--- src/rtl/axil_cmd_master.sv ---
// AXI4-Lite initiator: turns a single-beat command into one AXI4-Lite read or write
// and returns the response. Only one transaction is in flight, and each one has a bounded timeout.
module axil_cmd_master #(
    parameter int ADDR_WIDTH     = 6,
    parameter int DATA_WIDTH     = 32,
    parameter int TIMEOUT_CYCLES = 1024
) (
    input  logic                    clk,
    input  logic                    reset,

    input  logic                    cmd_valid,
    output logic                    cmd_ready,
    input  logic                    cmd_write,
    input  logic [ADDR_WIDTH-1:0]   cmd_addr,
    input  logic [DATA_WIDTH-1:0]   cmd_wdata,
    input  logic [DATA_WIDTH/8-1:0] cmd_wstrb,

    output logic                    rsp_valid,
    input  logic                    rsp_ready,
    output logic [DATA_WIDTH-1:0]   rsp_rdata,
    output logic [1:0]              rsp_resp,
    output logic                    rsp_timeout,
    output logic                    busy,

    output logic [ADDR_WIDTH-1:0]   M_AXI_AWADDR,
    output logic                    M_AXI_AWVALID,
    input  logic                    M_AXI_AWREADY,
    output logic [DATA_WIDTH-1:0]   M_AXI_WDATA,
    output logic [DATA_WIDTH/8-1:0] M_AXI_WSTRB,
    output logic                    M_AXI_WVALID,
    input  logic                    M_AXI_WREADY,
    input  logic [1:0]              M_AXI_BRESP,
    input  logic                    M_AXI_BVALID,
    output logic                    M_AXI_BREADY,
    output logic [ADDR_WIDTH-1:0]   M_AXI_ARADDR,
    output logic                    M_AXI_ARVALID,
    input  logic                    M_AXI_ARREADY,
    input  logic [DATA_WIDTH-1:0]   M_AXI_RDATA,
    input  logic [1:0]              M_AXI_RRESP,
    input  logic                    M_AXI_RVALID,
    output logic                    M_AXI_RREADY
);

    // The counter saturates at TIMEOUT_CYCLES-1, so a stage entered on the limit cycle
    // still times out one cycle later instead of wrapping around.
    localparam int CNT_W = (TIMEOUT_CYCLES > 1) ? $clog2(TIMEOUT_CYCLES) : 1;
    localparam logic [CNT_W-1:0] CNT_MAX = CNT_W'((TIMEOUT_CYCLES > 0) ? TIMEOUT_CYCLES - 1 : 0);

    typedef enum logic [2:0] {
        IDLE    = 3'd0,
        WR_REQ  = 3'd1,
        WR_RESP = 3'd2,
        RD_REQ  = 3'd3,
        RD_RESP = 3'd4,
        RSP     = 3'd5
    } state_t;

    state_t                  state_q, state_d;
    logic [ADDR_WIDTH-1:0]   addr_q, addr_d;
    logic [DATA_WIDTH-1:0]   wdata_q, wdata_d;
    logic [DATA_WIDTH/8-1:0] wstrb_q, wstrb_d;
    logic [CNT_W-1:0]        cnt_q, cnt_d;
    logic                    aw_done_q, aw_done_d;
    logic                    w_done_q, w_done_d;
    logic [DATA_WIDTH-1:0]   rdata_q, rdata_d;
    logic [1:0]              resp_q, resp_d;
    logic                    timeout_q, timeout_d;

    logic                    limit_hit;
    logic                    abandon;
    logic                    aw_now;
    logic                    w_now;

    always_ff @(posedge clk) begin
        if (reset) begin
            state_q   <= IDLE;
            addr_q    <= '0;
            wdata_q   <= '0;
            wstrb_q   <= '0;
            cnt_q     <= '0;
            aw_done_q <= 1'b0;
            w_done_q  <= 1'b0;
            rdata_q   <= '0;
            resp_q    <= 2'b00;
            timeout_q <= 1'b0;
        end else begin
            state_q   <= state_d;
            addr_q    <= addr_d;
            wdata_q   <= wdata_d;
            wstrb_q   <= wstrb_d;
            cnt_q     <= cnt_d;
            aw_done_q <= aw_done_d;
            w_done_q  <= w_done_d;
            rdata_q   <= rdata_d;
            resp_q    <= resp_d;
            timeout_q <= timeout_d;
        end
    end

    always_comb begin
        state_d   = state_q;
        addr_d    = addr_q;
        wdata_d   = wdata_q;
        wstrb_d   = wstrb_q;
        cnt_d     = cnt_q;
        aw_done_d = aw_done_q;
        w_done_d  = w_done_q;
        rdata_d   = rdata_q;
        resp_d    = resp_q;
        timeout_d = timeout_q;
        abandon   = 1'b0;
        aw_now    = aw_done_q | (M_AXI_AWVALID & M_AXI_AWREADY);
        w_now     = w_done_q | (M_AXI_WVALID & M_AXI_WREADY);
        limit_hit = (TIMEOUT_CYCLES != 0) && (cnt_q == CNT_MAX);

        if ((state_q inside {WR_REQ, WR_RESP, RD_REQ, RD_RESP}) && (cnt_q != CNT_MAX)) begin
            cnt_d = cnt_q + CNT_W'(1);
        end

        case (state_q)
            IDLE: begin
                if (cmd_valid) begin
                    addr_d    = cmd_addr;
                    wdata_d   = cmd_wdata;
                    wstrb_d   = cmd_wstrb;
                    cnt_d     = '0;
                    aw_done_d = 1'b0;
                    w_done_d  = 1'b0;
                    timeout_d = 1'b0;
                    state_d   = cmd_write ? WR_REQ : RD_REQ;
                end
            end
            WR_REQ: begin
                if (aw_now && w_now) begin
                    state_d = WR_RESP;
                end else if (limit_hit) begin
                    abandon = 1'b1;
                end else begin
                    aw_done_d = aw_now;
                    w_done_d  = w_now;
                end
            end
            WR_RESP: begin
                if (M_AXI_BVALID) begin
                    resp_d  = M_AXI_BRESP;
                    rdata_d = '0;
                    state_d = RSP;
                end else if (limit_hit) begin
                    abandon = 1'b1;
                end
            end
            RD_REQ: begin
                if (M_AXI_ARREADY) begin
                    state_d = RD_RESP;
                end else if (limit_hit) begin
                    abandon = 1'b1;
                end
            end
            RD_RESP: begin
                if (M_AXI_RVALID) begin
                    resp_d  = M_AXI_RRESP;
                    rdata_d = M_AXI_RDATA;
                    state_d = RSP;
                end else if (limit_hit) begin
                    abandon = 1'b1;
                end
            end
            RSP: begin
                if (rsp_ready) begin
                    state_d = IDLE;
                end
            end
            default: begin
                state_d = IDLE;
            end
        endcase

        // Leaving the bus stage drops every VALID/READY, so nothing late is ever consumed.
        if (abandon) begin
            state_d   = RSP;
            timeout_d = 1'b1;
            resp_d    = 2'b00;
            rdata_d   = '0;
        end
    end

    assign cmd_ready     = (state_q == IDLE);
    assign busy          = (state_q != IDLE);
    assign rsp_valid     = (state_q == RSP);
    assign rsp_rdata     = rdata_q;
    assign rsp_resp      = resp_q;
    assign rsp_timeout   = timeout_q;

    assign M_AXI_AWADDR  = addr_q;
    assign M_AXI_AWVALID = (state_q == WR_REQ) && !aw_done_q;
    assign M_AXI_WDATA   = wdata_q;
    assign M_AXI_WSTRB   = wstrb_q;
    assign M_AXI_WVALID  = (state_q == WR_REQ) && !w_done_q;
    assign M_AXI_BREADY  = (state_q == WR_RESP);
    assign M_AXI_ARADDR  = addr_q;
    assign M_AXI_ARVALID = (state_q == RD_REQ);
    assign M_AXI_RREADY  = (state_q == RD_RESP);

endmodule
--- config.mk ---
export PLATFORM = sky130hd
export DESIGN_NAME = axil_cmd_master
export DESIGN_NICKNAME = d
export VERILOG_FILES = /design/src/rtl/axil_cmd_master.sv
export SDC_FILE = /design/constraint.sdc
export NUM_CORES = 1
export LEC_CHECK = 0
export CORE_ASPECT_RATIO = 0.9
export CORE_MARGIN = 2
export CORE_UTILIZATION = 42
export DETAILED_ROUTE_END_ITERATION = 8
export GPL_TIMING_DRIVEN = 0
export PLACE_DENSITY = 0.83
export SYNTH_ARGS = -nofsm -noshare
export SYNTH_HDL_FRONTEND = slang
export SYNTH_SLANG_ARGS = --single-unit
--- constraint.sdc ---
create_clock -name clk -period 2 [get_ports clk]
set_input_delay 0.3 -clock clk [delete_from_list [all_inputs] [get_ports clk]]
set_output_delay 0.3 -clock clk [all_outputs]
set_load 0.1 [all_outputs]
After elaboration in Yosys (flattened, before gate mapping):

Index checks and enable logic that the tools add are counted.

* flip-flop bits (word level): 92
* input bits: 88
* output and inout bits: 91
* logic and storage cells: 90

* add/sub/neg operators: 1
* eq/ne operators: 21
* mux-type cells: 33
* bitwise operators: 4
* reduce and logical (&&, ||, !) cells: 20

Operator list (count)
* $mux 32: 2
* $pmux 32 s2: 1
* $mux 10: 3
* $mux 3: 7
* $pmux 3 s6: 1
* $mux 1: 12
* $ne 3x2->1 const B: 4
* $reduce_and 6->1: 2
* $add 10x1->10 const B: 1
* $eq 10x10->1 const B: 1
* $ne 10x10->1 const B: 1
* $ne 2x2->1 const B: 5
* $reduce_bool 2->1: 4
* $eq 3x2->1 const B: 2
* $eq 3x3->1 const B: 2
* $mux 2: 3
* $ne 2x1->1 const B: 3
* $ne 3x1->1 const B: 2
* $logic_and 1x1->1: 4
* $pmux 1 s2: 2
* $pmux 1 s4: 1
* $pmux 2 s2: 1
* $reduce_and 2->1: 2
* $reduce_and 4->1: 1
* 9 further kinds: 12

Depth between registers and ports, before layout:

* depth after elaboration: 9
* depth in mapped cells: 8
* mapped depth without buffers: 6

Worst setup path before layout:

No wires, ideal clock.

* path type: register to output
* start point: reg state_q[0]
* end point: out M_AXI_AWVALID
* arrival time: 2.017 ns
* data required time: 1.700 ns
* setup slack: -0.317 ns
* stages on the path, launching flop included: 3
* buffers on the path: 0
* cells stage by stage: dfxtp_1 or3b_1 nor2_1

* longest elaborated chain between the ends: 2

RTL lines
* from (decl): line 58 `state_t state_q, state_d;`
* from (signal assigned): line 87 `state_q <= state_d;`
* $eq 3x1->1: line 195 `assign M_AXI_AWVALID = (state_q == WR_REQ) && !aw_done_q;`
* $logic_and 1x1->1: line 195
* to (decl): line 26 `output logic M_AXI_AWVALID,`

Every way passes these cells.

Final worst setup path:

* start point: reg addr_q[4] (netlist: M_AXI_ARADDR[4])
* end point: out M_AXI_AWADDR[4]

RTL lines
* from (decl): line 59 `logic [ADDR_WIDTH-1:0] addr_q, addr_d;`
* from (signal assigned): line 88 `addr_q <= addr_d;`
* to (decl): line 25 `output logic [ADDR_WIDTH-1:0] M_AXI_AWADDR,`

No word-level cell between the ends.

==> results.md <==
- Num CTS Buffers: 9
- Max-Cap Viols: 0
- F_max: 515 MHz
- Vias per cell: 5.00
- Routed Antenna Nets: 0
- # Post-CTS Setup Buffers: 0
- Root buf cell: clkbuf_8
- Crit path time final: 1.94 ns
- Max-slew violations: 0
- Layout Skew: 0.00997 ns
- Avg Inst Size Synth: 8.80 um2
- Routed vias: 3,855
- Nets: 733
- Final period util: 97.1%
- Worst slew margin: 33.6%
- Pleak: 2.49 nW
- CP required: 1.70 ns
- Clock-pin slew on the worst setup and hold paths: 0.09 ns
- Main synth FF type: dfxtp_1
- Placer Congestion: 0.861
- Most frequent cells in the layout: 91 x dfxtp_1, 87 x clkdlybuf4s50_1, 86 x nand2_1
- Synthesized Nets: 545
- GRT Total Usage: 21.9%
- RSZ-0062 raised after global routing: no
- Setup_tns: 0 ns
- FF+latch count, synth: 92
- Rows: 33
- Commonest non-fill, non-tap cell in the layout: dfxtp_1
- Status: finished clean
- N_diodes: 0
- DRC errors left: 0
- Hold Buf Count CTS: 0
- # IOs: 179
- Die height: 96.7 um
- Final Hold Vio Count: 0
- Critical path peak fanout: 3
- First-pass GRT wire length: 18,300 um
- Starting Density: 43.6%
- Seq/Total Area, Yosys: 45.9%
- DRT Pass-1 Iters: 4
- TritonCTS clock tree: done
- Layout cell share with drive strength beyond 1: 23.3%
- Synth unique cells: 49
- Synthesis-to-layout area growth: 50.6%
- WP data arrival: 1.64 ns
- Worst-Margin Slew: 1.00 ns
- Cell Area, Synth: 4010 um2
- Die area: 10,400 um2
- Initial antenna violation count: 0
- Async set-reset flop share out of synthesis: 0%
- Mapped Cells: 456
- CP endpoint kind: output pin
- Largest net degree at the start of global routing: 17
- Max Buffers Root-to-Sink: 2
- Total gr overflow: 0
- Core box area: 9210 um2
- Critical Path Start Type: flop
- Hpwl dp: 8530 um
- Worst-Skew Late Latency: 0.36 ns
- Hold/Removal Path Class: flop to flop
- Worst VDD drop: 0.980 mV
- Post-Route WL: 11,300 um
- Final core utilization: 65.6%
- Drt wl/cell: 14.6 um
- Synthesis warning total: 0
- CTS sink count: 92
- Power density over the cells: 1360 nW/um2
- Final setup viols: 0
- Vias in the first global route: 3,883
- Crit Path Class: flop to output pin
- CTS resizes: 136
- Number of H-tree levels: 3
- Die W: 107 um
- # port buffers: 178
- Post-synth EDFFs: 0
- DR iter-0 viols: 172
area by class of cell:
class	count	area, um2
Buffer	39	307
Clock buffer	10	138
Clock inverter	6	47.5
Fill cell	802	3170
Inverter	4	20.0
Multi-Input combinational cell	320	1860
Sequential cell	92	1840
Tap cell	122	153
Timing Repair Buffer	178	1670
worst paths after layout:
| check | start | to | slack (ns) | cells after the start |
|---|---|---|---|---|
| setup / recovery | M_AXI_ARADDR[4] | M_AXI_AWADDR[4] | 0.06 | 2 |
| hold / removal | rsp_rdata[6] | rsp_rdata[6] | 0.45 | 2 |
| setup reg to reg | state_q[1] | M_AXI_WDATA[5] | 0.12 | 7 |
| hold reg to reg | rsp_rdata[6] | rsp_rdata[6] | 0.45 | 2 |
sequential cells by signal, summed over array words and instances, names as in the netlist:
name and count:
M_AXI_ARADDR 6, w_done_q 1, state_q 3, M_AXI_WDATA 32, rsp_timeout 1, rsp_resp 2, cnt_q 10, aw_done_q 1
rsp_rdata 32, M_AXI_WSTRB 4
cells in the mapped netlist (2+ instances only):
cell type  count  area [um2]
a211oi_1       4        30.0
a21oi_1       41         205
a21oi_2       40         350
and3_1         3        18.8
buf_12         5         100
buf_2         10        50.1
buf_4          8        60.1
buf_6          4        45.0
clkbuf_1      13        48.8
dfxtp_1       92        1840
inv_1          3        11.3
mux2i_1        3        30.0
nand2_1       86         323
nand2_2       41         257
nand2b_1       3        18.8
nand3_1       37         185
nand4_1        5        31.3
nor2_1        17        63.8
nor3_1         5        25.0
o31ai_1        2        15.0
xor2_1         6        52.6
stage by stage:
step           std cells  instance area, um2  worst slack, ns  hold slack (ns)  total power, W
5_1_grt              771                6040         0.000364            0.467         0.00858
4_1_cts              772                6030          0.00687            0.452         0.00821
6_report             771                6040           0.0580            0.451         0.00820
3_3_place_gp         756                5950           -0.640            0.437         0.00713
3_5_place_dp         756                5950           -0.688            0.442         0.00720
2_1_floorplan        456                4020           -0.317            0.427         0.00607
power breakdown:
part           internal, W  switching (W)  leakage [nW]
Sequential         0.00208       0.000164         0.748
Combinational      0.00124        0.00353          1.65
Clock             0.000497       0.000681        0.0933
worst max-delay path, stage by stage (launching register included):
cell and delay [ns]:
dfxtp_1 0.37, buf_4 0.11, clkdlybuf4s15_1 0.81
cells by family (layout without fill, tap and decap cells):
logic type | after synthesis | after routing | share of synthesized area (%)
simple gates | 214 | 214 | 26.8
mux | 3 | 3 | 0.749
compound gates | 95 | 95 | 16.6
fa+ha+maj | 1 | 1 | 0.312
xor+xnor | 7 | 7 | 1.53
buf+inv | 44 | 237 | 8.08
flops | 92 | 92 | 45.9
per-layer routing:
metal,GRT usage [%],share of wire (%),up-vias
met2,37.8,49,156
met1,25.0,40,1774
met4,6.89,2.0,0
met3,7.95,8.8,20
met5,0,0,-
li1,-,-,1905
Note: power is estimated with default switching activity, not from simulation.
